### config.mk
export PLATFORM = sky130hd
export DESIGN_NAME = fpu_scoreboard
export DESIGN_NICKNAME = d
export VERILOG_FILES = /design/src/rtl/fpu_scoreboard_pkg.sv /design/src/rtl/sb_wb_slots.sv /design/src/rtl/fpu_scoreboard.sv
export SDC_FILE = /design/constraint.sdc
export NUM_CORES = 1
export LEC_CHECK = 0
export CORE_MARGIN = 8
export CORE_UTILIZATION = 58
export CTS_CLUSTER_DIAMETER = 150
export DETAILED_ROUTE_END_ITERATION = 6
export GPL_ROUTABILITY_DRIVEN = 0
export PLACE_DENSITY_LB_ADDON = 0.15
export SYNTH_ARGS = -nofsm -noshare
export SYNTH_HDL_FRONTEND = slang
export SYNTH_SLANG_ARGS = --single-unit
### constraint.sdc
create_clock -name clk -period 5.63 [get_ports clk]
set_clock_uncertainty 0.15 [all_clocks]
set_input_delay 0.8445 -clock clk [delete_from_list [all_inputs] [get_ports clk]]
set_output_delay 0.8445 -clock clk [all_outputs]
set_load 0.02 [all_outputs]
### src/rtl/fpu_scoreboard_pkg.sv
// Shared core definitions for the FPU issue scoreboard: default latency sizing
// and the 6-bit {file, number} register identifier.
package fpu_scoreboard_pkg;

  localparam int SB_MAX_LAT = 15;
  localparam int SB_LAT_W   = 4;
  localparam int NUM_REGS   = 64;

  typedef struct packed {
    logic       fpu;
    logic [4:0] num;
  } reg_id_t;

  // Integer x0 is hardwired to zero and can never be pending.
  function automatic logic is_int_x0(input reg_id_t id);
    return (id.fpu == 1'b0) && (id.num == 5'd0);
  endfunction

endpackage

### src/rtl/sb_wb_slots.sv
// Writeback-slot tracker: bit k of the slot vector means a result lands k cycles from now.
// Implemented only when SB_WB_ARBITER_EN is defined; otherwise it reports no conflict and never busy.
module sb_wb_slots
  import fpu_scoreboard_pkg::*;
#(
  parameter int MAX_LAT = SB_MAX_LAT,
  parameter int LAT_W   = SB_LAT_W
) (
  input  logic             clk,
  input  logic             rst,
  input  logic             accept,
  input  logic [LAT_W-1:0] lat,
  output logic             conflict,
  output logic             busy
);

`ifdef SB_WB_ARBITER_EN
  logic [MAX_LAT:1] wb_r;
  logic [MAX_LAT:1] wb_nxt_s;
  logic             conflict_s;

  // Slot lookup for the offered latency and the shifted/loaded next slot vector.
  always_comb begin
    wb_nxt_s   = '0;
    conflict_s = 1'b0;
    for (int k = 1; k <= MAX_LAT; k++) begin
      conflict_s = conflict_s | (wb_r[k] & (lat == LAT_W'(k)));
    end
    // A latency-1 result lands next cycle, so it never occupies a future slot.
    for (int k = 1; k < MAX_LAT; k++) begin
      wb_nxt_s[k] = wb_r[k+1] | (accept & (lat == LAT_W'(k + 1)));
    end
  end

  // Slot vector register.
  always_ff @(posedge clk) begin
    if (rst) begin
      wb_r <= '0;
    end else begin
      wb_r <= wb_nxt_s;
    end
  end

  assign conflict = conflict_s;
  assign busy     = |wb_r;
`else
  logic unused_s;
  assign unused_s = ^{clk, rst, accept, lat};
  assign conflict = 1'b0;
  assign busy     = 1'b0;
`endif

endmodule

### src/rtl/fpu_scoreboard.sv
// Issue scoreboard for the int/FPU register files: per-register pending latency
// counters gate RAW/WAW hazards; the writeback-slot check is built with SB_WB_ARBITER_EN.
module fpu_scoreboard
  import fpu_scoreboard_pkg::*;
#(
  parameter int MAX_LAT = SB_MAX_LAT,
  parameter int LAT_W   = SB_LAT_W
) (
  input  logic             clk,
  input  logic             rst,
  input  logic [4:0]       rs1_dp,
  input  logic [4:0]       rs2_dp,
  input  logic [4:0]       rs3_dp,
  input  logic [2:0]       rs_fpu_dp,
  input  logic             rs3_used_dp,
  input  logic             issue_valid,
  input  logic [4:0]       issue_rd,
  input  logic             issue_rd_fpu,
  input  logic             issue_wr,
  input  logic [LAT_W-1:0] issue_lat,
  input  logic             flush,
  output logic             stall_dp,
  output logic             idle
);

  reg_id_t          src1_s, src2_s, src3_s, dst_s;
  logic [LAT_W-1:0] pend_r [NUM_REGS];
  logic [LAT_W-1:0] lat_s;
  logic             raw_s, waw_s, conflict_s, busy_s;
  logic             accept_s, load_s, any_pend_s;

  // Out-of-range latencies behave as single-cycle operations.
  function automatic logic [LAT_W-1:0] eff_lat(input logic [LAT_W-1:0] lat);
    if ((lat == {LAT_W{1'b0}}) || (lat > LAT_W'(MAX_LAT))) begin
      return LAT_W'(1);
    end else begin
      return lat;
    end
  endfunction

  assign src1_s = {rs_fpu_dp[2], rs1_dp};
  assign src2_s = {rs_fpu_dp[1], rs2_dp};
  assign src3_s = {rs_fpu_dp[0], rs3_dp};
  assign dst_s  = {issue_rd_fpu, issue_rd};
  assign lat_s  = eff_lat(issue_lat);

  // A counter of 1 means the value is forwarded this cycle, so only >= 2 blocks a reader.
  assign raw_s = (pend_r[src1_s] > LAT_W'(1)) |
                 (pend_r[src2_s] > LAT_W'(1)) |
                 (rs3_used_dp & (pend_r[src3_s] > LAT_W'(1)));
  assign waw_s = issue_wr & (pend_r[dst_s] > lat_s);

  assign stall_dp = ~rst & issue_valid & (raw_s | waw_s | (issue_wr & conflict_s));
  assign accept_s = issue_valid & ~stall_dp & ~flush;
  assign load_s   = accept_s & issue_wr & ~is_int_x0(dst_s);

  sb_wb_slots #(
    .MAX_LAT (MAX_LAT),
    .LAT_W   (LAT_W)
  ) u_wb_slots (
    .clk      (clk),
    .rst      (rst),
    .accept   (accept_s & issue_wr),
    .lat      (lat_s),
    .conflict (conflict_s),
    .busy     (busy_s)
  );

  // Pending counters: load on an accepted write, otherwise count down to zero.
  always_ff @(posedge clk) begin
    if (rst) begin
      for (int i = 0; i < NUM_REGS; i++) begin
        pend_r[i] <= {LAT_W{1'b0}};
      end
    end else begin
      for (int i = 0; i < NUM_REGS; i++) begin
        if (load_s && (dst_s == 6'(i))) begin
          pend_r[i] <= lat_s;
        end else if (pend_r[i] != {LAT_W{1'b0}}) begin
          pend_r[i] <= pend_r[i] - LAT_W'(1);
        end else begin
          pend_r[i] <= pend_r[i];
        end
      end
    end
  end

  // Any register still waiting for its writeback.
  always_comb begin
    any_pend_s = 1'b0;
    for (int i = 0; i < NUM_REGS; i++) begin
      any_pend_s = any_pend_s | (pend_r[i] != {LAT_W{1'b0}});
    end
  end

  assign idle = rst | (~any_pend_s & ~busy_s);

endmodule

Yosys cells after proc, flatten, opt, wreduce, memory -nomap -nowiden

Memories as Yosys holds them, arrays and structs flattened.
Cells that the tools add are included.

Output and inout bits: 2
Word-level logic and storage cells: 1,438
Latch bits: 0
Register bits: 0
RAM bits: 256
Memory bits (read-only): 0
Memories: 1
Bits of input ports: 34

Memories:

| memory | depth | bits a word | rd ports | clocked after Yosys merged registers in | write ports | RTL line             | source |
|---|---|---|---|---|---|---|---|
| pend_r | 64    | 4           | 68       | 0                                       | 64          | fpu_scoreboard.sv:27 | `logic [LAT_W-1:0] pend_r [NUM_REGS];` |

$mul: 0
Reduce and logical (&&, ||, !) cells: 133
Equality and inequality tests: 63
Order comparisons: 5
Multiplexer cells: 899
$add $sub $neg: 64
Divide/modulo/power cells: 0
Bitwise logic cells: 273
Shifts and indexed selects: 0

Operators by type and width:

| cell                  | count |
|---|---|
| $mux W4               | 193 |
| $mux W1               | 706 |
| $or A1 B1 Y1          | 259 |
| $reduce_bool A4 Y1    | 64 |
| $sub A4 B1 Y4 const B | 64 |
| $eq A6 B6 Y1 const B  | 32 |
| $eq A6 B5 Y1 const B  | 16 |
| $logic_and A1 B1 Y1   | 65 |
| $eq A6 B4 Y1 const B  | 8 |
| $eq A6 B3 Y1 const B  | 4 |
| $eq A6 B2 Y1 const B  | 2 |
| $gt A4 B1 Y1 const B  | 3 |
| $and A1 B1 Y1         | 8 |
| $eq A6 B1 Y1 const B  | 1 |
| $logic_not A6 Y1      | 1 |
| $not A1 Y1            | 6 |
| $logic_not A5 Y1      | 1 |
| $gt A4 B4 Y1          | 1 |
| $gt A4 B4 Y1 const B  | 1 |
| $logic_not A4 Y1      | 1 |
| $logic_or A1 B1 Y1    | 1 |

Longest topological paths before layout

Gate-level depths: netlist of run 1.
An unclocked memory read counts as a cell.

Depth in word-level cells: 67
Depth in mapped cells: 17
Mapped depth without buffers: 12

Cells and area by module

From an unflattened synthesis of run 1, not the netlist that was laid out.

Cells, all modules: 2,200
Area, all modules: 22,053.7 sq um

By module, submodules not included:

| module         | times used | sequential area each (sq um) | cells an instance | area an instance (sq um) |
|---|---|---|---|---|
| fpu_scoreboard | 1          | 7,687.4                      | 2,197             | 22,034.9 |
| sb_wb_slots    | 1          | 0.0                          | 3                 | 18.8 |

Least setup slack after synthesis of run 1

No wires, ideal clock.

Path kind: in2reg
From: input port issue_rd[0]
To: memory pend_r[16][0] (netlist bit), enable pin
Buffers on the path: 4
Arrival time: 5,466 ps
Data required time: 5,167 ps
Setup slack: -299 ps
Stages on the path: 16
Library setup time: 313 ps
Cell sequence: clkbuf_1 -> buf_1 -> mux4_2 -> mux4_2 -> mux4_2 -> ha_1 -> a21oi_1 -> o22ai_1 -> o221a_2 -> a211oi_1 -> nand4_1 -> o21ai_1 -> buf_2 -> buf_1 -> nand2_1 -> nand3b_1

RTL lines:

| what            | RTL line             | source |
|---|---|---|
| start, declared | fpu_scoreboard.sv:17 | `input logic [4:0] issue_rd,` |
| end, declared   | fpu_scoreboard.sv:27 |  |

Worst setup path in the final report of run 1

From: input port issue_rd[0]
To: output port stall_dp

Longest elaborated chain between the ends: 5

RTL lines:

| what           | RTL line             | source |
|---|---|---|
| $mem_v2 Z64 W4 | -                    |  |
| $gt A4 B4 Y1   | fpu_scoreboard.sv:51 | `assign waw_s = issue_wr & (pend_r[dst_s] > lat_s);` |
| $and A1 B1 Y1  | fpu_scoreboard.sv:51 |  |
| $or A1 B1 Y1   | fpu_scoreboard.sv:53 | `assign stall_dp = ~rst & issue_valid & (raw_s \| waw_s \| (issue_wr & conflict_s));` |
| $and A1 B1 Y1  | fpu_scoreboard.sv:53 |  |
| end, declared  | fpu_scoreboard.sv:22 | `output logic stall_dp,` |

Every way passes these cells.

==> metrics, run 1 <==
Slew @ Worst Pin=1460 ps; Startpoint Class=input pin; dpl cell area=23400 µm²; crit path max fanout=11; FF-to-FF Start=pend_r[50][2]; Syn Nets=2277; Die X=210 µm; Setup crit end kind=output port; period utilization=0.989; DR iter-0 viols=2586; worst rel slew slack=0.0223; first-pass GRT wire length=110 mm; final setup violation count=0; cts bufs inserted=31; WP data arrival=4570 ps; Total GRT Usage=0.323; fmax=180 MHz; min-delay src=pend_r[0][0]; RSZ-0062 raised after global routing=false; DP HPWL=53.3 mm; Slew Limit Fails=0; post-route cell area=24600 µm²; critical-path cell list=buf_12 > buf_12 > buf_4 > mux4_2 > mux4_2 > mux4_2 > ha_1 > nand3_1 > o22ai_1 > o221a_2 > a211oi_1 > nand4_1 > o21bai_2 > nor2_1 > dlygate4sd2_1; worst reg2reg endpoint=pend_r[11][0]; max cap viols=0; peak supply drop=0.358 mV; Synth top area share=0.351; total grt overflow=0; HP Class=reg -> reg; register area share after synthesis=0.351; total power draw=14.1 mW; outcome=complete, but fails checks; Yosys top cell by area=edfxtp_1; drt first pass iters=7; via/cell ratio=6.82; max FFs per register=256; number of synthesized register bits=256; Hold Fails Final Rpt=0; delay-heaviest family, CP=multiplexers; LEAKAGE=9.48 nW; synthesized cell area=21900 µm²; Place WS=-278 ps; clock slew at reported path FFs=70 ps; I/O pins=36; average size of a mapped cell=10.4 µm²; H-tree Lvls=1; Avg WL per Cell=26.9 µm; Clock Path Buffers=3; post-synth cell types=62; largest registers=pend_r: 256 flops; initial antenna violation count=2; worst skew pair latency=590 ps; Most common cell on crit path=mux4_2; row count=71; Primary FF master, synth=edfxtp_1; share of cells above drive strength 1=0.248; IO Port Bufs=35; Most flops, register=pend_r; vias in the first global route=17800; Final ANT Viol Nets=0; PwrDens=572 nW/µm²; dominant cells by area after synthesis=edfxtp_1 35%, mux2_2 13%, mux4_2 11%; Buffers & Inverters on Critical Path=4; CTS tree=built; Warnings, synthesis=0; DIE HEIGHT=210 µm; Post-Syn Instances=2112; hold path cells=1; failing checks=design-rule violations; DR vias=18400; min Tclk post-route=5570 ps; die area=44200 µm²; # DRC=3; WP data required=4640 ps; Area growth syn-to-layout=12.3%; Initial Util=0.585; Total Wirelength=72.8 mm; WHS=561 ps; core area=37400 µm²; largest net degree at the start of global routing=149; final worst slack=63.6 ps; Clock Root Buffer=clkbuf_16; Slowest cell on crit path=mux4_2; nets@finish=2334; Post-synth EDFFs=256; clock sinks=256; crit path kind=in -> out; slowest stage delay, CP=520 ps; reg2reg setup slack=470 ps; Worst Hold Endpoint=pend_r[0][0]; fraction of registers with async set/reset=0; FF-to-FF path depth=14
==> power breakdown <==
group | total [mW] | switching, mW | internal, mW
registers | 4.89 | 1.43 | 3.46
clock network | 2.18 | 0.857 | 1.32
logic | 7.00 | 3.42 | 3.59
total | 14.1 | 5.71 | 8.37
==> metrics by stage <==
step                std cells  utilization  setup TNS [ps]
floorplan                2112            -               0
global placement         2642        0.626           -2860
detailed placement       2642        0.626           -8150
CTS                      2700        0.656               0
global route             2705        0.658               0
finish                   2706        0.658               0
==> cells in the final DEF, fill, tap and decap left out, drive strengths merged, types with 26 or more instances in the layout <==
master and count:
or3 26, nor3b 28, mux4 109, a21boi 36
nor4 37, buf 117, nor2 354, nand2 93
xnor2 126, nand3b 29, clkdlybuf4s50 30, inv 145
nor3 120, mux2 255, clkbuf 36, edfxtp 256
o21ai 28, a21oi 44, ha 131
==> routing by layer <==
| layer | part of all wire | GRT usage |
|---|---|---|
| met4 | 0.060 | 0.174 |
| met3 | 0.13 | 0.101 |
| met2 | 0.43 | 0.483 |
| met1 | 0.38 | 0.417 |
| met5 | 0.00018 | 0 |
==> worst max path at each step <==
| stage | end | startpoint | slack, ps | depth (start not counted) |
|---|---|---|---|---|
| after floorplan | pend_r[1][0] | issue_rd[0] | 10 | 16 |
| after global placement | stall_dp | issue_rd[0] | -230 | 14 |
| after detailed placement | stall_dp | issue_rd[0] | -280 | 14 |
| after CTS | stall_dp | issue_rd[0] | 50 | 14 |
| after global routing | stall_dp | issue_rd[0] | 7 | 15 |
| final | stall_dp | issue_rd[0] | 60 | 15 |
==> worst register-to-register path, stage by stage (launching register included) <==
cell and delay, ps:
edfxtp_1 570, mux4_2 530, mux4_2 520, mux4_2 490, ha_1 310, a21oi_1 150, o22ai_1 90, o221a_2 250
a211oi_1 210, nand4_1 190, buf_4 240, o41ai_4 350, buf_12 220, a21boi_0 260, mux2_2 390
==> synth_stat cells (all sizes together), types with 19 or more instances <==
master,instances
inv,143
ha,131
nor3,120
nand3b,29
a21oi,44
nor2,354
o21ai,28
nor4,37
xnor2,126
a211o,19
nor3b,28
nand2,93
clkbuf,98
mux4,109
or3,26
mux2,255
a21boi,36
buf,27
edfxtp,256
a211oi,25
==> kinds of logic (layout without fill, tap and decap cells) <==
logic type / Yosys count / count (layout) / share of synthesized area
AO/OA/AOI/OAI: 215 / 215 / 0.0703
XOR/XNOR: 126 / 126 / 0.0504
adder cells (fa/ha/maj): 131 / 131 / 0.0749
buffers and inverters: 270 / 351 / 0.0474
flip-flops: 256 / 256 / 0.351
multiplexers: 379 / 379 / 0.250
other: 0 / 2 / 0
AND/OR/NAND/NOR: 735 / 735 / 0.156
==> what timing repair did <==
item	4_1_cts	5_1_grt
hold buffers	0	0
endpoints found under the setup margin	1	1
gates resized for setup	3	6
setup buffers	0	3
cloned	1	1
pin swaps	0	1
==> area by class of cell <==
cell class              instances  area (µm²)
inverters                     145         544
flip-flops and latches        256        7690
repair buffers                149        1420
fillers                      2964       12800
clock inverters                22         292
multi-input cells            1586       13200
clock buffers                  35         791
diodes                          2        5.00
well taps                     511         639
Note: power is estimated with default switching activity, not from simulation.
==> run 2: changes to the inputs <==
--- a/config.mk
+++ b/config.mk
@@ -11,6 +11,7 @@
 export DETAILED_ROUTE_END_ITERATION = 6
 export GPL_ROUTABILITY_DRIVEN = 0
 export PLACE_DENSITY_LB_ADDON = 0.15
+export SKIP_LAST_GASP = 1
 export SYNTH_ARGS = -nofsm -noshare
 export SYNTH_HDL_FRONTEND = slang
 export SYNTH_SLANG_ARGS = --single-unit
==> results of run 2 <==
Same layout as run 1: the final DEF is identical, and so are final timing and power.
==> run 3: changes to the inputs <==
--- a/config.mk
+++ b/config.mk
@@ -5,6 +5,7 @@
 export SDC_FILE = /design/constraint.sdc
 export NUM_CORES = 1
 export LEC_CHECK = 0
+export CAP_MARGIN = 40
 export CORE_MARGIN = 8
 export CORE_UTILIZATION = 58
 export CTS_CLUSTER_DIAMETER = 150
==> run 3 against run 2 <==
- the run still ends with design-rule violations left
- hold slack worse by 4.0 ps
- register-to-register slack better by 30 ps
- sequential share of layout area hardly changed
- global-route usage is 0.056 points lower
- fmax is 0.89% higher
- clock power is 8% lower
- critical path type unchanged
- critical endpoint unchanged
==> metrics, run 3 (synthesized netlist as in run 1, its figures left out) <==
Clock Path Buffers=3 (unchanged); Total Wirelength=72.5 mm (was 72.8 mm); row count=71 (unchanged); Most flops, register=pend_r (unchanged); Inst Count DP=2655 (was 2642); DR iter-0 viols=2735 (was 2586); WP data arrival=4520 ps (was 4570 ps); Slew @ Worst Pin=1070 ps (was 1460 ps); max cap viols=0 (unchanged); crit path max fanout=11 (unchanged); reg2reg setup slack=500 ps (was 470 ps); period utilization=0.980 (was 0.989); worst reg2reg endpoint=pend_r[8][0] (was pend_r[11][0]); ant diodes=0 (was 2); hold path cells=1 (unchanged); nets@finish=2343 (was 2334); die area=44200 µm² (unchanged); Net Sw Power=5.64 mW (was 5.71 mW); worst skew pair latency=590 ps (about the same); failing checks=design-rule violations (unchanged); combinational share of power=0.503 (was 0.498); fmax=181 MHz (was 180 MHz); min-delay src=pend_r[0][0] (unchanged); sw frac=0.407 (was 0.405); Die X=210 µm (unchanged); IO Port Bufs=35 (unchanged); HP Class=reg -> reg (unchanged); vias in the first global route=17700 (was 17800); PwrDens=564 nW/µm² (was 572 nW/µm²); Clock power frac=0.144 (was 0.155); Final ANT Viol Nets=0 (unchanged); Int Pwr=8.23 mW (was 8.37 mW); via/cell ratio=6.79 (was 6.82); most common cell after layout, fill and taps aside=nor2_1 (unchanged); FF-to-FF path depth=14 (unchanged); Hold Fails Final Rpt=0 (unchanged); clock slew at reported path FFs=70 ps (about the same); largest net degree at the start of global routing=149 (unchanged); initial antenna violation count=4 (was 2); H-tree Lvls=1 (unchanged); Non-Filler Instances=2711 (was 2706); final setup violation count=0 (unchanged); Worst Hold Endpoint=pend_r[0][0] (unchanged); Setup crit end kind=output port (unchanged); drt first pass iters=7 (unchanged); CTS tree=built (unchanged); FF-to-FF Start=pend_r[50][2] (unchanged); Total GRT Usage=0.323 (about the same); Filler cells=2940 (was 2964); crit path kind=in -> out (unchanged); outcome=complete, but fails checks (unchanged); most frequent cells in the layout=350 x nor2_1, 256 x edfxtp_1, 250 x mux2_2 (unchanged); # DRC=9 (was 3); total grt overflow=0 (unchanged); clock sinks=256 (unchanged); register area=7690 µm² (unchanged); core area=37400 µm² (unchanged); Initial Util=0.585 (unchanged); Startpoint Class=input pin (unchanged); worst rel slew slack=0.286 (was 0.0223); WHS=557 ps (was 561 ps); Slew Limit Fails=0 (unchanged); largest registers=pend_r: 256 flops (unchanged); DP HPWL=53.9 mm (was 53.3 mm); max FFs per register=256 (unchanged); DIE HEIGHT=210 µm (unchanged); DR vias=18400 (about the same); I/O pins=36 (unchanged); Hold-fix buffers, CTS=0 (unchanged); Util after Layout=0.657 (was 0.658); cts bufs inserted=31 (unchanged); RSZ-0062 raised after global routing=false (unchanged); min Tclk post-route=5520 ps (was 5570 ps); Multi-input gate area=13200 µm² (unchanged); Area growth syn-to-layout=12.2% (was 12.3%); WP data required=4640 ps (about the same); Avg WL per Cell=26.7 µm (was 26.9 µm); Clock Root Buffer=clkbuf_16 (unchanged); LEAKAGE=9.48 nW (about the same); share of cells above drive strength 1=0.247 (was 0.248); peak supply drop=0.359 mV (was 0.358 mV); share of power burned in registers=0.352 (was 0.348); first-pass GRT wire length=110 mm (about the same)
==> run 3: metrics by stage <==
stage | power (mW) | area [µm²] | setup slack, ps | TNS [ps]
6_report | 13.9 | 24600 | 113 | 0
5_1_grt | 14.6 | 24600 | 21.9 | 0
4_1_cts | 13.7 | 24600 | 54.6 | 0
3_5_place_dp | 11.6 | 23500 | -249 | -5740
3_3_place_gp | 11.4 | 23400 | -227 | -2860
2_1_floorplan | 9.59 | 21900 | 12.0 | 0
==> run 3: critical path, stage by stage <==
cell and delay, ps:
buf_12 150, buf_12 160, buf_4 120, mux4_2 500
mux4_2 520, mux4_2 480, ha_1 300, nand3_1 100
o22ai_1 90, o221a_2 250, a211oi_1 210, nand4_1 180
o21bai_2 250, nor2_1 50, dlygate4sd2_1 320
==> run 3: area by class of cell <==
type	instances	share of cell area
tap	511	0.0260
clock buffer	39	0.0328
timing repair buffer	158	0.0616
inverter	145	0.0221
clock inverter	16	0.00692
multi-input combinational	1586	0.538
sequential	256	0.313
==> run 3: metal layers <==
metal	up-vias	GRT usage	part of all wire
met1	8912	0.421	0.37
met3	315	0.0946	0.13
met4	6	0.172	0.063
met5	-	0	0.00054
li1	7922	-	-
met2	1259	0.481	0.43
==> run 3: power groups by stage <==
stage	logic, mW	clock network [mW]	registers, mW
2_1_floorplan	5.40	0	4.20
3_3_place_gp	6.55	0	4.82
3_5_place_dp	6.82	0	4.82
4_1_cts	6.88	2.02	4.79
5_1_grt	7.61	2.09	4.95
6_report	6.98	2.00	4.89
==> run 3: worst max path at each step <==
stage | cells past startpoint | start | end
CTS | 14 | issue_rd[0] | stall_dp
finish | 15 | issue_rd[0] | stall_dp
global route | 15 | issue_rd[0] | stall_dp
floorplan | 16 | issue_rd[0] | pend_r[1][0]
global placement | 14 | issue_rd[0] | stall_dp
detailed placement | 14 | issue_rd[0] | stall_dp
==> run 3: what timing repair did <==
action | CTS | global route
gates cloned | 1 | 0
buffers inserted | 0 | 0
resized for setup | 3 | 6
endpoints found under the setup margin | 1 | 1
pin swaps | 0 | 1
